<file path="config.mk">
export PLATFORM = sky130hd
export DESIGN_NAME = mod3_residue
export DESIGN_NICKNAME = d
export VERILOG_FILES = /design/src/rtl/multdiv_issue_checker_pkg.sv /design/src/rtl/mod3_residue.sv
export SDC_FILE = /design/constraint.sdc
export NUM_CORES = 1
export LEC_CHECK = 0
export BUFFER_PORTS_ARGS = -buffer_cell sky130_fd_sc_hd__buf_2
export CORE_UTILIZATION = 30
export DETAILED_ROUTE_END_ITERATION = 7
export PLACE_DENSITY = 0.53
export SLEW_MARGIN = 10
export SYNTH_ARGS = -nofsm -noshare
export SYNTH_HDL_FRONTEND = slang
export SYNTH_SLANG_ARGS = --single-unit
</file>
<file path="constraint.sdc">
create_clock -name vclk -period 10.74
set_input_delay 2.148 -clock vclk [all_inputs]
set_output_delay 2.148 -clock vclk [all_outputs]
set_load 0.02 [all_outputs]
</file>
<file path="src/rtl/multdiv_issue_checker_pkg.sv">
// multdiv_chk_pkg: shared types and residue helpers for the multdiv issue checker
package multdiv_chk_pkg;
    typedef enum logic [1:0] {IDLE, WAIT, CHECK, RESP} state_t;
    localparam logic OP_MULT = 1'b0;
    localparam logic OP_DIV = 1'b1;
    localparam int RES_W = 2;
    typedef logic [RES_W-1:0] res_t;
    function automatic res_t mod3_fold(input logic [3:0] v);
        logic [3:0] t;
        t = v % 4'd3;
        return t[RES_W-1:0];
    endfunction
endpackage

</file>
<file path="src/rtl/mod3_residue.sv">
// mod3_residue: signed value modulo 3, using 4 = 1 (mod 3) and 2^WIDTH = 1 (mod 3) for even WIDTH
module mod3_residue
    import multdiv_chk_pkg::*;
#(
    parameter int WIDTH = 32
) (
    input logic signed [WIDTH-1:0] x,
    output res_t r
);
    localparam int PW = WIDTH + WIDTH % 2;
    localparam int N = PW / 2;
    localparam int SW = $clog2(3 * N + 1) < 2 ? 2 : $clog2(3 * N + 1);
    logic [PW-1:0] u;
    logic [SW-1:0] sum, f;
    res_t m;
    assign u = PW'($unsigned(x));
    always_comb begin
        sum = '0;
        for (int i = 0; i < N; i++) sum = sum + SW'(u[2*i +: 2]);
        f = sum;
        for (int i = 0; i < SW; i++) f = SW'(f[1:0]) + (f >> 2);
        m = (f[1:0] == 2'd3) ? 2'd0 : f[1:0];
        r = !x[WIDTH-1] ? m : (m == 2'd0 ? 2'd2 : m - 2'd1);
    end
endmodule

</file>
* Yosys cells after proc, flatten, opt, wreduce, memory -nomap -nowiden
Cells that the tools add are included. W data, S select, Z words.
Word-level totals: input bits 32, bits in registers 0, output and inout port bits 2, logic and storage cells 27
Cells by class: equal/unequal tests 1, add/subtract/negate cells 22, muxes and demuxes 3, reduce and logical (&&, ||, !) cells 1
Operator list (number):
- $add A6 B2 Y6 | 11
- $add A2 B1 Y3 | 2
- $add A2 B2 Y3 | 2
- $add A5 B2 Y6 | 1
- $mux W2 | 3
- $add A2 B4 Y5 | 1
- $add A4 B2 Y5 | 1
- $add A2 B3 Y4 | 1
- $add A3 B2 Y4 | 1
- $add A2 B1 Y2 | 1
- $eq A2 B2 Y1 const B | 1
- $logic_not A2 Y1 | 1
- $sub A2 B1 Y2 const B | 1

* Depth between registers and ports, before layout
depth in word-level cells 26, depth in mapped cells 32, mapped depth without buffers 32

* Worst setup path before layout
Ideal clock, no wire load.
path type input to output, start in x[1], end out r[1], arrival 9.135 ns, cell stages on the path 29, buffers on the path 0, data required time 8.592 ns, setup slack -0.543 ns, path through inv_1 -> fa_1 -> fa_1 -> fa_1 -> fa_1 -> fa_1 -> inv_1 -> ha_1 -> inv_1 -> fa_1 -> inv_1 -> ha_1 -> fa_1 -> xnor2_1 -> ha_1 -> fa_1 -> xnor2_1 -> ha_1 -> inv_1 -> fa_1 -> inv_1 -> ha_1 -> ha_1 -> ha_1 -> ha_1 -> xor2_1 -> inv_1 -> ha_1 -> mux2_2
On the way: word-level cells in the longest chain between the ends 26, elaborated cells on any way between the ends 27, classes of those cells add/sub (22); eq/ne (1); mux (3); reduce/logical (1)
RTL lines:
- from (decl) | RTL line mod3_residue.sv:7 | input logic signed [WIDTH-1:0] x,
- $add A2 B2 Y3 * | RTL line mod3_residue.sv:19 | for (int i = 0; i < N; i++) sum = sum + SW'(u[2*i +: 2]);
- $add A3 B2 Y4 * | RTL line mod3_residue.sv:19
- $add A4 B2 Y5 * | RTL line mod3_residue.sv:19
- $add A5 B2 Y6 * | RTL line mod3_residue.sv:19
- $add A6 B2 Y6 * (11 in series) | RTL line mod3_residue.sv:19
- $add A2 B4 Y5 * | RTL line mod3_residue.sv:21 | for (int i = 0; i < SW; i++) f = SW'(f[1:0]) + (f >> 2);
- $add A2 B3 Y4 * | RTL line mod3_residue.sv:21
- $add A2 B2 Y3 * | RTL line mod3_residue.sv:21
- $add A2 B1 Y3 * (2 in series) | RTL line mod3_residue.sv:21
- $add A2 B1 Y2 * | RTL line mod3_residue.sv:21
- $eq A2 B2 Y1 | RTL line mod3_residue.sv:22 | m = (f[1:0] == 2'd3) ? 2'd0 : f[1:0];
- $mux W2 * | RTL line mod3_residue.sv:22
- $sub A2 B1 Y2 or $logic_not A2 Y1 (tied branches) | RTL line mod3_residue.sv:23 | r = !x[WIDTH-1] ? m : (m == 2'd0 ? 2'd2 : m - 2'd1);
- $mux W2 | RTL line mod3_residue.sv:23
- $mux W2 * | RTL line mod3_residue.sv:23
- to (decl) | RTL line mod3_residue.sv:8 | output res_t r
Every way passes the cells marked *; elsewhere a longest branch is shown, timed or not.

* Worst setup path after layout
start in x[29], end out r[1]
On the way: word-level cells in the longest chain between the ends 13, elaborated cells on any way between the ends 14, classes of those cells add/sub (9); eq/ne (1); mux (3); reduce/logical (1)
RTL lines (RTL line):
- $add A6 B2 Y6 * (2 in series) | mod3_residue.sv:19
- $add A2 B4 Y5 * | mod3_residue.sv:21
- $add A2 B3 Y4 * | mod3_residue.sv:21
- $add A2 B2 Y3 * | mod3_residue.sv:21
- $add A2 B1 Y3 * (2 in series) | mod3_residue.sv:21
- $add A2 B1 Y2 * | mod3_residue.sv:21
- $eq A2 B2 Y1 | mod3_residue.sv:22
- $mux W2 * | mod3_residue.sv:22
- $sub A2 B1 Y2 or $logic_not A2 Y1 (tied branches) | mod3_residue.sv:23
- $mux W2 | mod3_residue.sv:23
- $mux W2 * | mod3_residue.sv:23
Marks and branches as above.

==> impl_metrics.csv <==
group,metric,value,unit
timing,maxSlewHeadroom,0.8197,
timing,fin_crit,11.32,ns
timing,finalMaxSlewViolations,0,
setup_path,cp_max_fo,2,
run,drv_cap,0,
setup_path,arrival,9.17,ns
placed_design,placedCellCount,210,
timing,setup_tns,-1.109,ns
placed_design,globalplace.congestion,0.7177,
routing,wl,1.932,mm
setup_path,slowest_stage,"fa_1",
die,rows,22,
routing,drt-vias-per-instance,4.024,
layout,fin_nets,246,
routing,drt_iter0_drc,6,
logic_synthesis,synth_cell_types,19,
routing,antenna_left,0,
grt,grt_usage,0.1058,
layout,fin_area,1660,um2
routing,vias,849,
die,ios,34,
layout,final_layout_size_suffix_gt1_frac,0.4479,
logic_synthesis,ys_seq_area_frac,0,
timing,finalCritPeriodShare,1.054,
min_path,holdCritStartpoint,"x[31]",
grt,grt_pass1_wl,3.670,mm
routing,dr.pass1.iters,2,
grt,grt_pass1_vias,934,
logic_synthesis,yosys_warnings,0,
routing,wirelength_met1,866,um
setup_path,cp-end-kind,"primary output",
die,start_util,0.3172,
die,die_w,64.68,um
die,die_h,64.68,um
layout,nClkBuffers,0,
die,coreArea,3716,um2
setup_path,crit_buf_inv,9,
status,violations,"negative setup slack",
setup_path,timing_worst_setup_path_type,"input port to primary output",
logic_synthesis,syn_nets,197,
setup_path,slowest_delay,0.56,ns
placed_design,dp_hpwl,1.844,mm
routing,wl_met2,1.043,mm
timing,layout_setup_ws,-0.5770,ns
logic_synthesis,synth_top_area_share,0.4926,
placed_design,place_ws,-0.8029,ns
layout,n_sequential_cell,0,
logic_synthesis,synth.area.top_cells,"fa_1 49%, ha_1 21%, inv_1 13%",
setup_path,cp_top_family,"adder cells",
routing,post_drt_wl_per_cell,9.156,um
logic_synthesis,syn_inst,116,
setup_path,startpoint,"x[29]",
logic_synthesis,syn_area_per_cell,10.16,um2
layout,antenna_cells,0,
routing,drcViolationCount,0,
layout,area_growth,40.87,%
routing,wl_met3,23,um
placed_design,port_buffers,34,
timing,grt_setup_unrepaired,"yes",
routing,highest_layer,"met3",
grt,overflow,0,
logic_synthesis,yosysMostFrequentCell,"inv_1",
placed_design,dpl_cell_area,1574,um2
grt,grt_max_degree,5,
min_path,min_path_type,"input port to primary output",
timing,finalHoldViolCount,0,
logic_synthesis,yosysTopAreaCell,"fa_1",
timing,fmax,88.36,MHz
status,outcome,"finished, violations left",
timing,tightest_slew,0.2693,ns
timing,final-setup-viol-count,2,
layout,layout.area.seq,0,um2
logic_synthesis,synth_common_cells,"42 x inv_1, 29 x fa_1, 20 x ha_1",
die,dieArea,4184,um2
logic_synthesis,synth_area,1179,um2
setup_path,startpoint_type,"input port",
layout,fin_cells,211,
layout,fill_cells,364,
grt,antenna_found_initial,0,
setup_path,worst-endpoint-required,8.59,ns
-- per-layer routing --
metal | track usage | up-vias
li1 | - | 431
met1 | 0.1457 | 410
met2 | 0.1974 | 8
met3 | 0 | 0
met4 | 0 | 0
met5 | 0 | -
-- cell type report --
cell class                      count  area [um2]  area share
Inverter                           42       157.7     0.09495
Multi-Input combinational cell     74        1156      0.6963
Tap cell                           48       60.06     0.03617
Timing Repair Buffer               47       286.5      0.1726
-- cells by family (layout without fill, tap and decap cells) --
kind of cell             after synthesis  count (layout)  share of synthesized area
multiplexers                           2               2                    0.01911
AO/OA/AOI/OAI                          9               9                    0.06157
AND/OR/NAND/NOR                        7               7                    0.02868
XOR/XNOR                               7               7                    0.05202
buffers and inverters                 42              89                     0.1338
adder cells (fa/ha/maj)               49              49                     0.7049
-- layout by cell type, fill, tap and decap left out, drive strengths merged --
master   synthesis  layout
mux2             2       2
a21oi            1       1
o21ai            2       2
or2              2       2
a21o             1       1
nor2             2       2
ha              20      20
o211ai           1       1
xnor2            4       4
o21a             1       1
a211oi           1       1
o21bai           1       1
xor2             3       3
nor2b            1       1
buf              0      47
nand2            2       2
o2111ai          1       1
fa              29      29
inv             42      42
-- through the flow --
step	hold WS [ns]	utilization
3_3_place_gp	4.830	0.4236
3_5_place_dp	4.838	0.4236
2_1_floorplan	4.466	-
6_report	4.791	0.4468
4_1_cts	4.820	0.4303
5_1_grt	4.815	0.4468
-- worst paths after layout --
check	to	slack, ns	depth (start not counted)
max	r[1]	-0.58	31
min	r[1]	4.79	4
-- timing repair --
| item | in CTS | in global routing |
|---|---|---|
| setup buffers | 0 | 1 |
| hold buffers | 0 | 0 |
| pin swaps | 8 | 8 |
| setup endpoints to repair | 2 | 2 |
| gates resized for setup | 4 | 11 |
| cloned | 0 | 0 |
Power is left out: the tool's default activity adds up to more than one toggle a clock period on the data nets, which glitch-free logic cannot reach.
